===== src/rtl/mem_pkg.sv =====
// Shared encodings for the CPU-side memory access controller: access sizes,
// controller FSM states and RAM RW polarity.
package mem_pkg;

  typedef enum logic [1:0] {
    SZ_BYTE    = 2'b00,
    SZ_HALF    = 2'b01,
    SZ_WORD    = 2'b10,
    SZ_ILLEGAL = 2'b11
  } size_e;

  typedef enum logic [2:0] {
    ST_IDLE,
    ST_CHECK,
    ST_SETUP,
    ST_ASSERT,
    ST_RELEASE,
    ST_DONE
  } state_e;

  localparam logic RW_READ  = 1'b1;
  localparam logic RW_WRITE = 1'b0;

  function automatic logic [2:0] beats_for(input size_e sz);
    case (sz)
      SZ_HALF: return 3'd2;
      SZ_WORD: return 3'd4;
      default: return 3'd1;
    endcase
  endfunction

  function automatic logic bad_access(input size_e sz, input logic [1:0] a_lo);
    case (sz)
      SZ_BYTE: return 1'b0;
      SZ_HALF: return a_lo[0];
      SZ_WORD: return a_lo != 2'b00;
      default: return 1'b1;
    endcase
  endfunction

endpackage


===== src/rtl/mem_access_ctrl_if.sv =====
// Request/response bus of the memory access controller plus the byte-wide
// RAM handshake (Enable/MOV/RW/MOC). slave = controller, master = environment.
interface mem_access_ctrl_if #(
  parameter int unsigned ADDR_W = 8
);
  logic              req;
  logic              we;
  logic [1:0]        size;
  logic              sign_ext;
  logic [ADDR_W-1:0] addr;
  logic [31:0]       wdata;
  logic              busy;
  logic              done;
  logic              err;
  logic [31:0]       rdata;
  logic              mem_enable;
  logic              mem_mov;
  logic              mem_rw;
  logic [ADDR_W-1:0] mem_addr;
  logic [31:0]       mem_wdata;
  logic [31:0]       mem_rdata;
  logic              mem_moc;

  modport slave (
    input  req, we, size, sign_ext, addr, wdata, mem_rdata, mem_moc,
    output busy, done, err, rdata, mem_enable, mem_mov, mem_rw, mem_addr, mem_wdata
  );

  modport master (
    output req, we, size, sign_ext, addr, wdata, mem_rdata, mem_moc,
    input  busy, done, err, rdata, mem_enable, mem_mov, mem_rw, mem_addr, mem_wdata
  );
endinterface


===== src/rtl/load_align.sv =====
// Turns the big-endian byte capture register into the 32-bit load result,
// sign- or zero-extending byte and halfword loads.
module load_align
  import mem_pkg::*;
(
  input  logic [31:0] cap_i,
  input  size_e       size_i,
  input  logic        sign_ext_i,
  output logic [31:0] rdata_o
);

  always_comb begin
    rdata_o = cap_i;
    case (size_i)
      SZ_BYTE: rdata_o = {{24{sign_ext_i & cap_i[7]}}, cap_i[7:0]};
      SZ_HALF: rdata_o = {{16{sign_ext_i & cap_i[15]}}, cap_i[15:0]};
      default: rdata_o = cap_i;
    endcase
  end

endmodule


===== src/rtl/mem_access_ctrl.sv =====
// Splits byte/half/word load-store requests into byte-wide four-phase RAM
// beats, assembles big-endian load data and reports done/err.
module mem_access_ctrl
  import mem_pkg::*;
#(
  parameter int unsigned ADDR_W  = 8,
  parameter int unsigned TIMEOUT = 16
) (
  input logic               clk,
  input logic               reset,
  mem_access_ctrl_if.slave  bus
);

  localparam int unsigned TW = $clog2(TIMEOUT + 1);

  state_e            state_q, state_d;
  logic              we_q, we_d;
  size_e             size_q, size_d;
  logic              sext_q, sext_d;
  logic [ADDR_W-1:0] addr_q, addr_d;
  logic [31:0]       wdata_q, wdata_d;
  logic [31:0]       cap_q, cap_d;
  logic [31:0]       rdata_q, rdata_d;
  logic [1:0]        idx_q, idx_d;
  logic              err_q, err_d;
  logic [TW-1:0]     tmo_q, tmo_d;

  logic [2:0]  nbeat;
  logic [1:0]  lane;
  logic        last_beat;
  logic        tmo_hit;
  logic        in_beat;
  logic [31:0] aligned;
  logic        unused_rdata_hi;

  assign nbeat     = beats_for(size_q);
  assign lane      = 2'(nbeat - 3'd1 - {1'b0, idx_q});
  assign last_beat = ({1'b0, idx_q} == (nbeat - 3'd1));
  assign tmo_hit   = (tmo_q == TW'(TIMEOUT - 1));
  assign unused_rdata_hi = ^bus.mem_rdata[31:8];

  load_align u_load_align (
    .cap_i      (cap_q),
    .size_i     (size_q),
    .sign_ext_i (sext_q),
    .rdata_o    (aligned)
  );

  always_ff @(posedge clk) begin
    if (reset) begin
      state_q <= ST_IDLE;
      we_q    <= 1'b0;
      size_q  <= SZ_BYTE;
      sext_q  <= 1'b0;
      addr_q  <= '0;
      wdata_q <= '0;
      cap_q   <= '0;
      rdata_q <= '0;
      idx_q   <= '0;
      err_q   <= 1'b0;
      tmo_q   <= '0;
    end else begin
      state_q <= state_d;
      we_q    <= we_d;
      size_q  <= size_d;
      sext_q  <= sext_d;
      addr_q  <= addr_d;
      wdata_q <= wdata_d;
      cap_q   <= cap_d;
      rdata_q <= rdata_d;
      idx_q   <= idx_d;
      err_q   <= err_d;
      tmo_q   <= tmo_d;
    end
  end

  // SETUP also waits for MOC low so MOV can never rise over a stale MOC.
  always_comb begin
    state_d = state_q;
    we_d    = we_q;
    size_d  = size_q;
    sext_d  = sext_q;
    addr_d  = addr_q;
    wdata_d = wdata_q;
    cap_d   = cap_q;
    rdata_d = rdata_q;
    idx_d   = idx_q;
    err_d   = err_q;
    tmo_d   = tmo_q;
    case (state_q)
      ST_IDLE: begin
        if (bus.req) begin
          we_d    = bus.we;
          size_d  = size_e'(bus.size);
          sext_d  = bus.sign_ext;
          addr_d  = bus.addr;
          wdata_d = bus.wdata;
          err_d   = 1'b0;
          state_d = ST_CHECK;
        end
      end
      ST_CHECK: begin
        if (bad_access(size_q, addr_q[1:0])) begin
          err_d   = 1'b1;
          state_d = ST_DONE;
        end else begin
          idx_d   = '0;
          tmo_d   = '0;
          state_d = ST_SETUP;
        end
      end
      ST_SETUP: begin
        if (!bus.mem_moc) begin
          tmo_d   = '0;
          state_d = ST_ASSERT;
        end else if (tmo_hit) begin
          err_d   = 1'b1;
          state_d = ST_DONE;
        end else begin
          tmo_d = tmo_q + TW'(1);
        end
      end
      ST_ASSERT: begin
        if (bus.mem_moc) begin
          if (!we_q) cap_d[{lane, 3'b000} +: 8] = bus.mem_rdata[7:0];
          tmo_d   = '0;
          state_d = ST_RELEASE;
        end else if (tmo_hit) begin
          err_d   = 1'b1;
          state_d = ST_DONE;
        end else begin
          tmo_d = tmo_q + TW'(1);
        end
      end
      ST_RELEASE: begin
        if (!bus.mem_moc) begin
          tmo_d = '0;
          if (last_beat) begin
            if (!we_q) rdata_d = aligned;
            state_d = ST_DONE;
          end else begin
            idx_d   = idx_q + 2'd1;
            state_d = ST_SETUP;
          end
        end else if (tmo_hit) begin
          err_d   = 1'b1;
          state_d = ST_DONE;
        end else begin
          tmo_d = tmo_q + TW'(1);
        end
      end
      ST_DONE:  state_d = ST_IDLE;
      default:  state_d = ST_IDLE;
    endcase
  end

  always_comb begin
    in_beat        = (state_q == ST_SETUP) || (state_q == ST_ASSERT) || (state_q == ST_RELEASE);
    bus.busy       = (state_q != ST_IDLE);
    bus.done       = (state_q == ST_DONE);
    bus.err        = (state_q == ST_DONE) && err_q;
    bus.rdata      = rdata_q;
    bus.mem_enable = in_beat;
    bus.mem_mov    = (state_q == ST_ASSERT);
    bus.mem_rw     = (in_beat && !we_q) ? RW_READ : RW_WRITE;
    bus.mem_addr   = in_beat ? addr_q + ADDR_W'(idx_q) : '0;
    bus.mem_wdata  = in_beat ? {24'h000000, wdata_q[{lane, 3'b000} +: 8]} : '0;
  end

endmodule


===== src/flat_wrapper.sv =====
// flat-port wrapper written by rule: the top's interface ports become plain ports
module mem_access_ctrl_flat import mem_pkg::*;
#(
  parameter int unsigned ADDR_W  = 8,
  parameter int unsigned TIMEOUT = 16
)
  (clk, reset, bus_req, bus_we, bus_size, bus_sign_ext, bus_addr, bus_wdata, bus_mem_rdata, bus_mem_moc, bus_busy, bus_done, bus_err, bus_rdata, bus_mem_enable, bus_mem_mov, bus_mem_rw, bus_mem_addr, bus_mem_wdata);
  mem_access_ctrl_if #(.ADDR_W(ADDR_W)) bus_i ();
  input logic clk;
  input logic reset;
  input wire logic [$bits(bus_i.req)-1:0] bus_req;
  input wire logic [$bits(bus_i.we)-1:0] bus_we;
  input wire logic [$bits(bus_i.size)-1:0] bus_size;
  input wire logic [$bits(bus_i.sign_ext)-1:0] bus_sign_ext;
  input wire logic [$bits(bus_i.addr)-1:0] bus_addr;
  input wire logic [$bits(bus_i.wdata)-1:0] bus_wdata;
  input wire logic [$bits(bus_i.mem_rdata)-1:0] bus_mem_rdata;
  input wire logic [$bits(bus_i.mem_moc)-1:0] bus_mem_moc;
  output wire logic [$bits(bus_i.busy)-1:0] bus_busy;
  output wire logic [$bits(bus_i.done)-1:0] bus_done;
  output wire logic [$bits(bus_i.err)-1:0] bus_err;
  output wire logic [$bits(bus_i.rdata)-1:0] bus_rdata;
  output wire logic [$bits(bus_i.mem_enable)-1:0] bus_mem_enable;
  output wire logic [$bits(bus_i.mem_mov)-1:0] bus_mem_mov;
  output wire logic [$bits(bus_i.mem_rw)-1:0] bus_mem_rw;
  output wire logic [$bits(bus_i.mem_addr)-1:0] bus_mem_addr;
  output wire logic [$bits(bus_i.mem_wdata)-1:0] bus_mem_wdata;
  assign bus_i.req = bus_req;
  assign bus_i.we = bus_we;
  assign bus_i.size = bus_size;
  assign bus_i.sign_ext = bus_sign_ext;
  assign bus_i.addr = bus_addr;
  assign bus_i.wdata = bus_wdata;
  assign bus_i.mem_rdata = bus_mem_rdata;
  assign bus_i.mem_moc = bus_mem_moc;
  assign bus_busy = bus_i.busy;
  assign bus_done = bus_i.done;
  assign bus_err = bus_i.err;
  assign bus_rdata = bus_i.rdata;
  assign bus_mem_enable = bus_i.mem_enable;
  assign bus_mem_mov = bus_i.mem_mov;
  assign bus_mem_rw = bus_i.mem_rw;
  assign bus_mem_addr = bus_i.mem_addr;
  assign bus_mem_wdata = bus_i.mem_wdata;
  mem_access_ctrl #(.ADDR_W(ADDR_W), .TIMEOUT(TIMEOUT)) u_core (.clk(clk), .reset(reset), .bus(bus_i));
endmodule

===== config.mk =====
export PLATFORM = sky130hd
export DESIGN_NAME = mem_access_ctrl_flat
export DESIGN_NICKNAME = d
export VERILOG_FILES = /design/src/rtl/mem_pkg.sv /design/src/rtl/mem_access_ctrl_if.sv /design/src/rtl/load_align.sv /design/src/rtl/mem_access_ctrl.sv /design/src/flat_wrapper.sv
export SDC_FILE = /design/constraint.sdc
export NUM_CORES = 1
export LEC_CHECK = 0
export CAP_MARGIN = 15
export CORE_MARGIN = 2
export CORE_UTILIZATION = 34
export CTS_CLUSTER_DIAMETER = 30
export DETAILED_ROUTE_END_ITERATION = 7
export DONT_BUFFER_PORTS = 1
export HOLD_SLACK_MARGIN = 0.1
export PLACE_DENSITY = 0.53
export SKIP_LAST_GASP = 1
export SLEW_MARGIN = 20
export SYNTH_ARGS = -nofsm -noshare
export SYNTH_HDL_FRONTEND = slang
export SYNTH_HIERARCHICAL = 1
export SYNTH_SLANG_ARGS = --single-unit

===== constraint.sdc =====
create_clock -name clk -period 3.8 [get_ports clk]
set_clock_uncertainty 0.05 [all_clocks]
set_input_delay 0.76 -clock clk [delete_from_list [all_inputs] [get_ports clk]]
set_output_delay 0.76 -clock clk [all_outputs]
set_load 0.01 [all_outputs]

Word-level counts from Yosys, hierarchy flattened
Index checks and enable logic that the tools add are counted.
- word-level logic and storage cells: 90
- bits in registers: 119
- shift operators: 3
- add/sub/neg operators: 6
- equality and inequality tests: 16
- reduce and logical (&&, ||, !) cells: 19
- bitwise operators: 4
- mux-type cells: 31
- operators by type and width (cell ; number):
    one-hot mux 32 bit (2 select lines) ; 1
    bitwise mux 32 bit ; 1
    variable shift 8 x 7 -> 32 bit, first input constant ; 1
    indexed part select 32 x 6 -> 8 bit ; 1
    indexed part select 8 x 7 -> 32 bit ; 1
    two-way mux 3 bit ; 7
    two-way mux 5 bit ; 4
    two-way mux 8 bit ; 2
    one-hot mux 3 bit (5 select lines) ; 1
    one-hot mux 5 bit (3 select lines) ; 1
    inequality test 2 bit, second input constant ; 5
    adder 8 x 2 -> 8 bit ; 1
    AND reduction 4 bit ; 2
    two-way mux 1 bit ; 7
    negation 5 -> 7 bit ; 1
    equality test 3 x 2 -> 1 bit, second input constant ; 2
    equality test 3 bit, second input constant ; 2
    two-way mux 2 bit ; 3
    one-hot mux 3 bit (2 select lines) ; 1
    nonzero test 3 bit ; 2
    adder 5 x 1 -> 5 bit, second input constant ; 1
    equality test 5 x 4 -> 1 bit, second input constant ; 1
    AND reduction 5 bit ; 1
    inequality test 2 x 1 -> 1 bit, second input constant ; 2
    other kinds (22) ; 28

Logic depth before layout (Yosys ltp)
- depth after elaboration: 7
- gate-level depth with buffers: 11
- mapped depth without buffers: 9

By module
The synthesis kept the hierarchy.
- by module, submodules not included (module ; cells an instance ; instances ; area each (µm²)):
    mem_access_ctrl ; 643 ; 1 ; 5440.2
    load_align ; 66 ; 1 ; 385.4

Worst setup path after synthesis
OpenSTA, ideal clock, no wires.
- path type: reg2reg
- start: register u_core.size_q[0]
- end: register u_core.cap_q[24]
- required time: 3.680 ns
- library setup time: 0.070 ns
- path slack: 0.830 ns
- data arrival time: 2.850 ns
- cell stages (with the launch flop): 11
- period minus slack after synthesis: 2.970 ns
- cells stage by stage: dfxtp_1 -> inv_1 -> ha_1 -> ha_1 -> xnor2_2 -> buf_6 -> inv_1 -> ha_1 -> nor3b_1 -> nand3_1 -> a21oi_1
- cells in the longest elaborated chain, start to end: 7
- elaborated cells on any way between the ends: 9
- those cells by class: 3 x add/sub; 2 x eq/ne; 2 x shift; 2 x mux
- ends and longest elaborated chain (what ; line ; source):
    start, declared ; mem_access_ctrl.sv:18 ; size_e size_q, size_d;
    start signal, assigned ; mem_access_ctrl.sv:65 ; size_q <= size_d;
    equality test 2 bit / equality test 2 x 1 -> 1 bit (equally long branches) ; mem_pkg.sv:25 ; case (sz)
    one-hot mux 3 bit (2 select lines) (*) ; mem_pkg.sv:25 ;
    subtractor 3 x 1 -> 3 bit (*) ; n/a ;
    subtractor 2 bit (*) ; mem_access_ctrl.sv:37 ; assign lane = 2'(nbeat - 3'd1 - {1'b0, idx_q});
    negation 5 -> 7 bit (*) ; mem_access_ctrl.sv:125 ; if (!we_q) cap_d[{lane, 3'b000} +: 8] = bus.mem_rdata[7:0];
    indexed part select 8 x 7 -> 32 bit / variable shift 8 x 7 -> 32 bit (equally long branches) ; mem_access_ctrl.sv:125 ;
    bitwise mux 32 bit (*) ; mem_access_ctrl.sv:125 ;
    end signal, assigned ; mem_access_ctrl.sv:69 ; cap_q <= cap_d;
    end, declared ; mem_access_ctrl.sv:22 ; logic [31:0] cap_q, cap_d;
Every way passes the cells marked *; elsewhere a longest branch is shown, timed or not.
A chain may end at the register's enable or synchronous reset.

Final worst setup path
- start: register u_core.state_q[2]
- end: output port bus_mem_wdata[1]
- cells in the longest elaborated chain, start to end: 4
- elaborated cells on any way between the ends: 6
- those cells by class: 3 x eq/ne; 1 x mux; 2 x reduce/logical
- ends and longest elaborated chain (what ; line ; source):
    start, declared ; mem_access_ctrl.sv:16 ; state_e state_q, state_d;
    start signal, assigned ; mem_access_ctrl.sv:63 ; state_q <= state_d;
    equality test 3 x 2 -> 1 bit ; mem_access_ctrl.sv:158 ; in_beat = (state_q == ST_SETUP) || (state_q == ST_ASSERT) || (state_q == ST_RELEASE);
    logical OR 1 bit ; mem_access_ctrl.sv:158 ;
    logical OR 1 bit (*) ; mem_access_ctrl.sv:158 ;
    net bus_mem_enable ; flat_wrapper.sv:23 ; output wire logic [$bits(bus_i.mem_enable)-1:0] bus_mem_enable;
    two-way mux 8 bit (*) ; mem_access_ctrl.sv:167 ; bus.mem_wdata = in_beat ? {24'h000000, wdata_q[{lane, 3'b000} +: 8]} : '0;
    end, declared ; flat_wrapper.sv:27 ; output wire logic [$bits(bus_i.mem_wdata)-1:0] bus_mem_wdata;
The timed path passes the listed nets; every way through them passes the cells marked *.

==> results.sh <==
export IMPL_slew_headroom_pct=53.9
export IMPL_wl_um=14100
export IMPL_drt_iter0_drc=305
export IMPL_std_cell_rows=47
export IMPL_drt_first_pass_iters=5
export IMPL_drc_errors=0
export IMPL_p_leak_nw=2.42
export IMPL_ys_ff_latch=119
export IMPL_clkLatencyLatePin_ps=420
export IMPL_power_density_mw_per_mm2=512
export IMPL_vdd_drop_max_mv=0.325
export IMPL_synth_top_cell_area_share_pct=40.9
export IMPL_power_mw=3.29
export IMPL_whs_ps=356
export IMPL_core_region_area_sq_mm=0.0166
export IMPL_wl_per_cell_um=15.2
export IMPL_vias_per_cell=5.11
export IMPL_synth_area_sq_mm=0.00583
export IMPL_path_delay_family="simple AND/OR/NAND/NOR gates"
export IMPL_synth_cells=709
export IMPL_maxSlewViolCount=0
export IMPL_cts_buffer_depth=2
export IMPL_grt_pass1_wl_um=22900
export IMPL_fin_util_pct=38.6
export IMPL_crit_type="reg2out"
export IMPL_start_util_pct=35.0
export IMPL_synth_area_top_cells="dfxtp_1 41%, nand2_1 9.7%, mux2i_1 8.4%, a21oi_1 7.4%, buf_4 4.1%"
export IMPL_wl_met1_um=5940
export IMPL_final_cell_area_sq_mm=0.00643
export IMPL_dpl_instance_area_sq_mm=0.00583
export IMPL_grt_pass1_vias=4495
export IMPL_cp_slowest_cell="dfxtp_1"
export IMPL_final_cells=923
export IMPL_dp_slack_ps=714
export IMPL_clk_pin_slew_ps=60
export IMPL_wl_met3_um=1340
export IMPL_area_growth_pct=10.3
export IMPL_setup_violations=0
export IMPL_die_area_sq_mm=0.0182
export IMPL_grt_max_degree=115
export IMPL_end_kind="output port"
export IMPL_critPathRequiredTime_ps=2990
export IMPL_post_cts_repair_setup_buffers=0
export IMPL_top_layer="met4"
export IMPL_period_needed_ps=3510
export IMPL_cts_root_buffer="clkbuf_16"
export IMPL_track_usage_pct=15.9
export IMPL_hp_class="in2reg"
export IMPL_n_fill_cell=1705
export IMPL_synth_avg_cell_area_sq_um=8.22
export IMPL_cts_max_level=4
export IMPL_ys_warn_count=6
export IMPL_hpwl_um=9940
export IMPL_clkSinkCount=119
export IMPL_ctsResizeCount=0
export IMPL_worst_pin_slew_ps=688
export IMPL_io_pins=158
export IMPL_crit_chain="and2b_1 -> nor2_4 -> clkinv_1 -> nand2_1 -> o22ai_1 -> buf_4"
export IMPL_grt_antenna_before_repair=0
export IMPL_synthFlopType="dfxtp_1"
export IMPL_cts_tree="yes"
export IMPL_hold_viol_final=0
export IMPL_status="completed"
export IMPL_cap_viol_max_count=0
export IMPL_crit_arrival_ps=2700
export IMPL_ys_async_sr_fraction_pct=0
export IMPL_hold_buffers=0
export IMPL_worst_setup_path_start_kind="flop"
export IMPL_timing_critical_path_buf_inv=2
export IMPL_port_buffers=0
export IMPL_drive_above_1_share_pct=8.68
export IMPL_slowest_delay_ps=630
export IMPL_rsz0062_at_grt="false"
export IMPL_finalSetupTns_ps=0
export IMPL_finalCritPeriodShare_pct=92.2
export IMPL_dr_wl_met2_um=6580
export IMPL_die_y_um=135
export IMPL_grt_overflow=0
export IMPL_antenna_left=0
export IMPL_vias=4714
export IMPL_gp_congestion=0.817
export IMPL_synth_edff_count=0
export IMPL_max_freq_ghz=0.285
export IMPL_ys_types=62
export IMPL_antenna_cells=0
export IMPL_setup_slack_ps=295
export IMPL_die_width_um=135
export IMPL_nets=784
export IMPL_cts_buffers=17
export IMPL_ys_seq_area_share_pct=40.9
export IMPL_dpl_cell_count=891
export IMPL_cp_max_fo=18
export IMPL_synth_largest_area_cell="dfxtp_1"
-- cell usage after synthesis (2+ instances only) --
| library cell | number |
|---|---|
| xnor2_1 | 2 |
| nor2_1 | 42 |
| o21ai_0 | 20 |
| a211o_1 | 2 |
| o22ai_1 | 8 |
| a311oi_1 | 2 |
| o2111a_1 | 2 |
| and3_1 | 7 |
| o211ai_1 | 2 |
| ha_1 | 13 |
| buf_6 | 8 |
| o21ai_2 | 4 |
| buf_4 | 32 |
| o21ai_1 | 6 |
| a21oi_1 | 86 |
| nand4b_1 | 2 |
| nor3_1 | 6 |
| nor3b_1 | 2 |
| nand3_1 | 40 |
| a211oi_1 | 8 |
| dfxtp_1 | 119 |
| buf_2 | 4 |
| a21o_1 | 3 |
| and2_1 | 5 |
| nand2b_1 | 3 |
| inv_1 | 10 |
| xor2_1 | 6 |
| mux2i_1 | 49 |
| nand2_1 | 151 |
| clkbuf_1 | 33 |
-- final timing paths --
kind                   endpoint  slack (ps)               start  cells after the start
max            bus_mem_wdata[1]         290   u_core/state_q[2]                      6
min            u_core/addr_q[0]         360               reset                      1
max reg2reg    u_core/cap_q[24]         820    u_core/size_q[0]                     11
min reg2reg  u_core/wdata_q[15]         400  u_core/wdata_q[15]                      2
-- flip-flops by register name, summed over array words and instances, names as in the netlist --
| register | cells |
|---|---|
| u_core/addr_q | 8 |
| u_core/bus.rdata | 32 |
| u_core/cap_q | 32 |
| u_core/err_q | 1 |
| u_core/idx_q | 2 |
| u_core/sext_q | 1 |
| u_core/size_q | 2 |
| u_core/state_q | 3 |
| u_core/tmo_q | 5 |
| u_core/wdata_q | 32 |
| u_core/we_q | 1 |
-- routing by layer --
metal | track usage, % | vias to the layer above
met5 | 0 | -
met4 | 4.85 | 0
met3 | 7.13 | 18
met2 | 25.3 | 156
met1 | 19.3 | 2191
li1 | - | 2349
-- where the power goes --
part           internal, mW  leakage, nW  switching [mW]
Combinational         0.122         1.17           0.231
Sequential             1.30        0.965          0.0420
Clock                  1.03        0.283           0.570
Total                  2.45         2.42           0.843
-- layout by cell type, fill, tap and decap left out, types with 3 or more instances in the layout --
| master | synthesis | layout |
|---|---|---|
| a211oi_1 | 8 | 8 |
| mux2i_1 | 49 | 49 |
| xor2_1 | 6 | 6 |
| ha_1 | 13 | 13 |
| bufinv_16 | 0 | 3 |
| clkinv_2 | 0 | 5 |
| nand2b_1 | 3 | 3 |
| buf_4 | 32 | 16 |
| inv_1 | 10 | 10 |
| nor2_1 | 42 | 42 |
| and2_1 | 5 | 5 |
| nor3_1 | 6 | 6 |
| o21ai_1 | 6 | 6 |
| clkinvlp_4 | 0 | 3 |
| nand3_1 | 40 | 40 |
| o21ai_0 | 20 | 20 |
| dfxtp_1 | 119 | 119 |
| a21oi_1 | 86 | 86 |
| conb_1 | 1 | 24 |
| nand2_1 | 151 | 151 |
| and3_1 | 7 | 7 |
| o21ai_2 | 4 | 4 |
| a21o_1 | 3 | 3 |
| clkbuf_16 | 0 | 17 |
| o22ai_1 | 8 | 8 |
-- kinds of logic (layout without fill, tap and decap cells) --
kind of cell | Yosys count | in the layout | synth area share, %
AO/OA/AOI/OAI | 154 | 154 | 15.4
buffers and inverters | 88 | 59 | 8.85
other | 1 | 24 | 0.0644
AND/OR/NAND/NOR | 274 | 274 | 21.3
XOR/XNOR | 9 | 9 | 1.48
flip-flops | 119 | 119 | 40.9
multiplexers | 50 | 50 | 8.81
adder cells (fa/ha/maj) | 14 | 14 | 3.14
-- area by class of cell --
cell class	instances	area, sq um	share of cell area [%]
Multi-Input combinational cell	525	3020	47.0
Sequential cell	119	2380	37.1
Clock buffer	19	433	6.74
Tap cell	220	275	4.28
Clock inverter	13	155	2.41
Timing Repair Buffer	16	120	1.87
Inverter	11	41.3	0.643
Note: power is estimated with default switching activity, not from simulation.
